[src/rtl/div_issue.sv]
// div_issue: operand preparation and result fixup around a pipelined unsigned
// divider for RISC-V DIV/DIVU/REM/REMU. Signed operands are reduced to
// magnitudes before issue. Per-op metadata travels through an in-order FIFO,
// and sign correction plus the divide-by-zero/overflow overrides are applied
// when the divider hands its answer back.
module div_issue #(
   parameter int unsigned LATENCY = 28,
   parameter int unsigned DEPTH   = 32
) (
   input  logic        i_clk,
   input  logic        i_rst,
   input  logic        i_stall,
   input  logic        i_op_valid,
   output logic        o_op_ready,
   input  logic [1:0]  i_op_func,
   input  logic [31:0] i_op_a,
   input  logic [31:0] i_op_b,
   input  logic [4:0]  i_op_tag,
   output logic [31:0] o_div_dividend,
   output logic [31:0] o_div_divisor,
   output logic        o_div_in_valid,
   output logic [1:0]  o_div_ctrl,
   input  logic [31:0] i_div_ans,
   input  logic        i_div_out_valid,
   output logic        o_res_valid,
   output logic [31:0] o_res_data,
   output logic [4:0]  o_res_tag
);

   localparam int unsigned PTR_W   = (DEPTH > 1) ? $clog2(DEPTH) : 1;
   localparam int unsigned CNT_W   = $clog2(DEPTH + 1);
   localparam logic [31:0] INT_MIN = 32'h8000_0000;
   localparam logic [31:0] ALL_ONE = 32'hFFFF_FFFF;

   // Every op issued to the divider must still have a metadata slot when its
   // answer returns, so the FIFO has to cover the full pipe plus the
   // issue and result registers.
   if (DEPTH < LATENCY + 2) begin : g_depth_check
      $error("div_issue: DEPTH must be at least LATENCY + 2");
   end

   typedef struct packed {
      logic        neg;
      logic        spec;
      logic [31:0] spec_val;
      logic [4:0]  tag;
   } meta_t;

   logic              w_accept;
   logic              w_push;
   logic              w_pop;
   logic              w_signed;
   logic              w_rem;
   logic              w_b_zero;
   logic              w_ovf;
   logic [31:0]       w_mag_a;
   logic [31:0]       w_mag_b;
   logic [31:0]       w_ans_fix;
   logic [31:0]       w_result;
   meta_t             w_meta_in;
   meta_t             w_meta_out;

   logic [31:0]       r_div_dividend;
   logic [31:0]       r_div_divisor;
   logic              r_div_in_valid;
   logic [1:0]        r_div_ctrl;
   logic              r_res_valid;
   logic [31:0]       r_res_data;
   logic [4:0]        r_res_tag;
   logic [PTR_W-1:0]  r_wr_ptr;
   logic [PTR_W-1:0]  r_rd_ptr;
   logic [CNT_W-1:0]  r_count;
   meta_t             r_mem [DEPTH];

   assign o_op_ready = !i_stall && (r_count < CNT_W'(DEPTH));
   assign w_accept   = i_op_valid && o_op_ready;
   assign w_push     = w_accept;
   assign w_pop      = i_div_out_valid && !i_stall && (r_count != '0);

   // Operand decode: sign handling, special-case detection, metadata build.
   always_comb begin
      w_signed = ~i_op_func[0];
      w_rem    = i_op_func[1];
      w_b_zero = (i_op_b == 32'd0);
      w_ovf    = w_signed && (i_op_a == INT_MIN) && (i_op_b == ALL_ONE);
      w_mag_a  = (w_signed && i_op_a[31]) ? -i_op_a : i_op_a;
      w_mag_b  = (w_signed && i_op_b[31]) ? -i_op_b : i_op_b;

      w_meta_in          = '0;
      w_meta_in.tag      = i_op_tag;
      w_meta_in.spec     = w_b_zero || w_ovf;
      if (w_signed) begin
         w_meta_in.neg = w_rem ? i_op_a[31] : (i_op_a[31] ^ i_op_b[31]);
      end
      if (w_b_zero) begin
         w_meta_in.spec_val = w_rem ? i_op_a : ALL_ONE;
      end else if (w_ovf) begin
         w_meta_in.spec_val = w_rem ? 32'd0 : INT_MIN;
      end
   end

   // Result fixup for the entry at the head of the FIFO.
   always_comb begin
      w_meta_out = r_mem[r_rd_ptr];
      w_ans_fix  = w_meta_out.neg ? -i_div_ans : i_div_ans;
      w_result   = w_meta_out.spec ? w_meta_out.spec_val : w_ans_fix;
   end

   // Issue register toward the divider; one strobe per accepted op.
   always_ff @(posedge i_clk or posedge i_rst) begin
      if (i_rst) begin
         r_div_dividend <= '0;
         r_div_divisor  <= '0;
         r_div_in_valid <= 1'b0;
         r_div_ctrl     <= '0;
      end else if (!i_stall) begin
         r_div_in_valid <= w_accept;
         if (w_accept) begin
            r_div_dividend <= w_mag_a;
            r_div_divisor  <= w_mag_b;
            r_div_ctrl     <= i_op_func;
         end
      end
   end

   // Metadata storage; contents are only meaningful between push and pop.
   always_ff @(posedge i_clk) begin
      if (w_push) begin
         r_mem[r_wr_ptr] <= w_meta_in;
      end
   end

   // FIFO pointers and occupancy, wrapping modulo DEPTH.
   always_ff @(posedge i_clk or posedge i_rst) begin
      if (i_rst) begin
         r_wr_ptr <= '0;
         r_rd_ptr <= '0;
         r_count  <= '0;
      end else begin
         if (w_push) begin
            r_wr_ptr <= (r_wr_ptr == PTR_W'(DEPTH - 1)) ? '0 : r_wr_ptr + PTR_W'(1);
         end
         if (w_pop) begin
            r_rd_ptr <= (r_rd_ptr == PTR_W'(DEPTH - 1)) ? '0 : r_rd_ptr + PTR_W'(1);
         end
         r_count <= r_count + CNT_W'(w_push) - CNT_W'(w_pop);
      end
   end

   // Result register; holds everything, including the valid pulse, under stall.
   always_ff @(posedge i_clk or posedge i_rst) begin
      if (i_rst) begin
         r_res_valid <= 1'b0;
         r_res_data  <= '0;
         r_res_tag   <= '0;
      end else if (!i_stall) begin
         r_res_valid <= w_pop;
         if (w_pop) begin
            r_res_data <= w_result;
            r_res_tag  <= w_meta_out.tag;
         end
      end
   end

   assign o_div_dividend = r_div_dividend;
   assign o_div_divisor  = r_div_divisor;
   assign o_div_in_valid = r_div_in_valid;
   assign o_div_ctrl     = r_div_ctrl;
   assign o_res_valid    = r_res_valid;
   assign o_res_data     = r_res_data;
   assign o_res_tag      = r_res_tag;

endmodule

[config.mk]
export PLATFORM = sky130hd
export DESIGN_NAME = div_issue
export DESIGN_NICKNAME = d
export VERILOG_FILES = /design/src/rtl/div_issue.sv
export SDC_FILE = /design/constraint.sdc
export NUM_CORES = 2
export LEC_CHECK = 0
export CORE_MARGIN = 10
export CORE_UTILIZATION = 55
export CTS_BUF_LIST = sky130_fd_sc_hd__clkbuf_16
export DETAILED_ROUTE_END_ITERATION = 6
export PLACE_DENSITY = 0.85
export SYNTH_ARGS = -nofsm -noshare
export SYNTH_HDL_FRONTEND = slang
export SYNTH_SLANG_ARGS = --single-unit
[constraint.sdc]
create_clock -name i_clk -period 4.3 [get_ports i_clk]
set_input_delay 0.86 -clock i_clk [delete_from_list [all_inputs] [get_ports i_clk]]
set_output_delay 0.86 -clock i_clk [all_outputs]
set_load 0.02 [all_outputs]
==> impl_metrics.env <==
export IMPL_cts_resized=0
export IMPL_path_buf_inv=1
export IMPL_synthCells=2994
export IMPL_drtAntennaViolNets=0
export IMPL_hpwl_mm=88.8
export IMPL_vias_per_cell=7.09
export IMPL_area_delta_synth_final_pct=17.6
export IMPL_wl_mm=168
export IMPL_cp_common_cell="o21ai_0"
export IMPL_cts_hold_buf=0
export IMPL_synth_edf_count=1248
export IMPL_cts_tree="built"
export IMPL_worst_slack_ns=0.623
export IMPL_critPathLaunchType="register"
export IMPL_setup_viol=0
export IMPL_critPathArrivalTime_ns=4.35
export IMPL_place_gp_congestion=0.895
export IMPL_yosys_cell_types_count=71
export IMPL_syn_nets=3122
export IMPL_globalRouteTotalUtil_pct=29.7
export IMPL_timing_fmax_mhz=272
export IMPL_dr_pass1_iters=5
export IMPL_vdd_drop_max_v=0.000472
export IMPL_clkLatencyLatePin_ns=0.78
export IMPL_synth_most_common_cell="edfxtp_1"
export IMPL_synth_top_area_share_pct=68.3
export IMPL_post_place_ws_ns=0.123
export IMPL_status="finished, final reports clean"
export IMPL_row_count=115
export IMPL_dp_cells=4472
export IMPL_cp_end_kind="register"
export IMPL_grt_pass1_wl_mm=239
export IMPL_drt_wirelength_per_cell_microns=35.6
export IMPL_setup_tns_ns=0
export IMPL_die_area_sq_um=113000
export IMPL_hold_viol=0
export IMPL_finClkSkew_ns=0.0329
export IMPL_grt_max_degree=98
export IMPL_htreeDepth=4
export IMPL_ys_seq_area_share_pct=73.8
export IMPL_drc=0
export IMPL_cts_setup_buffers=0
export IMPL_clockBufferDepth=3
export IMPL_grt_antenna_before_repair=12
export IMPL_numCtsBuffers=136
export IMPL_p_per_area_nw_per_um2=571
export IMPL_hold_path_class="reg2reg"
export IMPL_drtIter0Drc=5478
export IMPL_start_util_pct=55.6
export IMPL_crit_slowest_cell="dfrtp_4"
export IMPL_nFillCells=6052
export IMPL_clk_pin_slew_ns=0.06
export IMPL_syn_avg_cell_area_sq_um=18.3
export IMPL_yosysTopAreaCell="edfxtp_1"
export IMPL_ys_async_sr_fraction_pct=8.84
export IMPL_worstPathMaxFanout=40
export IMPL_synth_warnings=0
export IMPL_port_buffers=213
export IMPL_synth_area_sq_um=54900
export IMPL_period_minus_slack_ns=3.68
export IMPL_grt_pass1_vias=33500
export IMPL_required_ns=4.98
export IMPL_final_cells=4728
export IMPL_path_class="reg2reg"
export IMPL_ys_flop_type="edfxtp_1"
export IMPL_synthTopCellsByArea="edfxtp_1 68%, mux4_2 10%, dfrtp_1 5.5%"
export IMPL_ys_ff_latch=1369
export IMPL_max_stage_delay_ns=1.01
export IMPL_core_area_sq_um=98700
export IMPL_grt_setup_unrepaired="no"
export IMPL_num_io_pins=214
export IMPL_drive_gt1_share_pct=20.7
export IMPL_tightest_slew_ns=1.37
export IMPL_cts_sinks=1369
export IMPL_drv_cap=0
export IMPL_synth_common_cells="1248 x edfxtp_1, 255 x mux4_2, 143 x o21ai_0, 137 x nand2_1, 136 x mux2i_1"
export IMPL_worstReg2RegStart="r_rd_ptr[0]"
export IMPL_slew_headroom_pct=8.90
export IMPL_vias=33500
export IMPL_critPathTopFamily="simple AND/OR/NAND/NOR gates"
export IMPL_hold_start="o_div_dividend[31]"
export IMPL_fin_crit_sh_pct=85.5
export IMPL_crit_start="r_rd_ptr[0]"
export IMPL_chipHeight_microns=336
export IMPL_power_leakage_nw=22.5
export IMPL_slew_viol_final=0
export IMPL_path_cells="or3b_4 -> o221ai_1 -> a211o_1 -> nand2_1 -> buf_12 -> o21ai_0 -> o21ai_0"
export IMPL_nets=3451
export IMPL_die_w_microns=336
export IMPL_cts_root_buffer="clkbuf_16"
export IMPL_gr_total_overflow=0
registers in the layout (all words and copies together), names as in the netlist:
| register | flops |
|---|---|
| o_div_in_valid | 1 |
| o_res_tag | 5 |
| r_mem | 1248 |
| r_wr_ptr | 5 |
| o_div_dividend | 32 |
| r_rd_ptr | 5 |
| o_res_valid | 1 |
| o_div_ctrl | 2 |
| o_div_divisor | 32 |
| r_count | 6 |
| o_res_data | 32 |
where the power goes:
part,internal (mW),switching [mW]
logic,3.70,5.53
clock network,6.46,5.40
registers,15.1,0.699
cells by family (layout without fill, tap and decap cells):
| logic type | Yosys count | in the layout | share of synthesized area, % |
|---|---|---|---|
| flip-flops | 1369 | 1369 | 73.8 |
| XOR/XNOR | 63 | 63 | 1.00 |
| AO/OA/AOI/OAI | 479 | 479 | 5.59 |
| multiplexers | 400 | 400 | 13.2 |
| buffers and inverters | 231 | 671 | 1.99 |
| adder cells (fa/ha/maj) | 20 | 20 | 0.469 |
| other | 0 | 7 | 0 |
| AND/OR/NAND/NOR | 432 | 432 | 4.00 |
layout make-up:
class                   instances  area (sq um)  area share (%)
diodes                          7          17.5          0.0271
clock buffers                 137          3430            5.31
clock inverters               112           991            1.53
inverters                      54           208           0.322
multi-input cells            1394         13700            21.2
flip-flops and latches       1369         40500            62.7
well taps                    1287          1610            2.49
repair buffers                368          4090            6.34
path summary, 6_finish.rpt:
check | to | slack [ns] | cells past startpoint
max in group asynchronous | r_count[0] | 2.85 | 3
worst max-delay path | o_res_data[10] | 0.62 | 7
worst max register to register | o_res_data[10] | 0.62 | 7
worst min-delay path | o_div_dividend[31] | 0.48 | 2
min in group asynchronous | o_div_dividend[14] | 0.58 | 2
worst min register to register | o_div_dividend[31] | 0.48 | 2
layer usage:
layer | track usage (%) | vias to the layer above | wire [microns]
li1 | - | 12900 | -
met5 | 0.0434 | - | 102
met4 | 14.5 | 14 | 9240
met3 | 11.1 | 676 | 27300
met2 | 45.5 | 3348 | 77100
met1 | 37.1 | 16600 | 54300
placed cells by master, fill, tap and decap left out, types with 27 or more instances in the layout:
cell type,count
dfrtp_1,116
clkdlybuf4s50_1,212
a21oi_2,31
a21oi_1,44
nand2_1,136
clkbuf_16,137
inv_1,75
o22ai_1,58
a22oi_1,60
clkinv_2,27
xnor2_1,45
clkinv_1,28
mux2i_1,136
nor4_1,37
buf_4,91
nor2_4,33
buf_12,64
mux4_2,255
nor2_1,53
o21ai_0,143
nor3_1,45
edfxtp_1,1248
stage by stage:
| stage | total power, mW | area (sq um) | utilization (%) | hold slack (ns) |
|---|---|---|---|---|
| finish | 36.8 | 64600 | 65.4 | 0.476 |
| global route | 37.8 | 64600 | 65.4 | 0.499 |
| CTS | 36.7 | 64600 | 65.4 | 0.480 |
| detailed placement | 24.9 | 60100 | 60.9 | 0.466 |
| global placement | 24.7 | 60100 | 60.9 | 0.460 |
| floorplan | 21.3 | 54900 | - | 0.558 |
tightest hold or removal path, delay by kind of cell (launching register included):
family          cells  cell delay, ns
simple gates        1            0.05
compound gates      1            0.05
flops               1            0.34
Power figures use the tool's default switching activity.
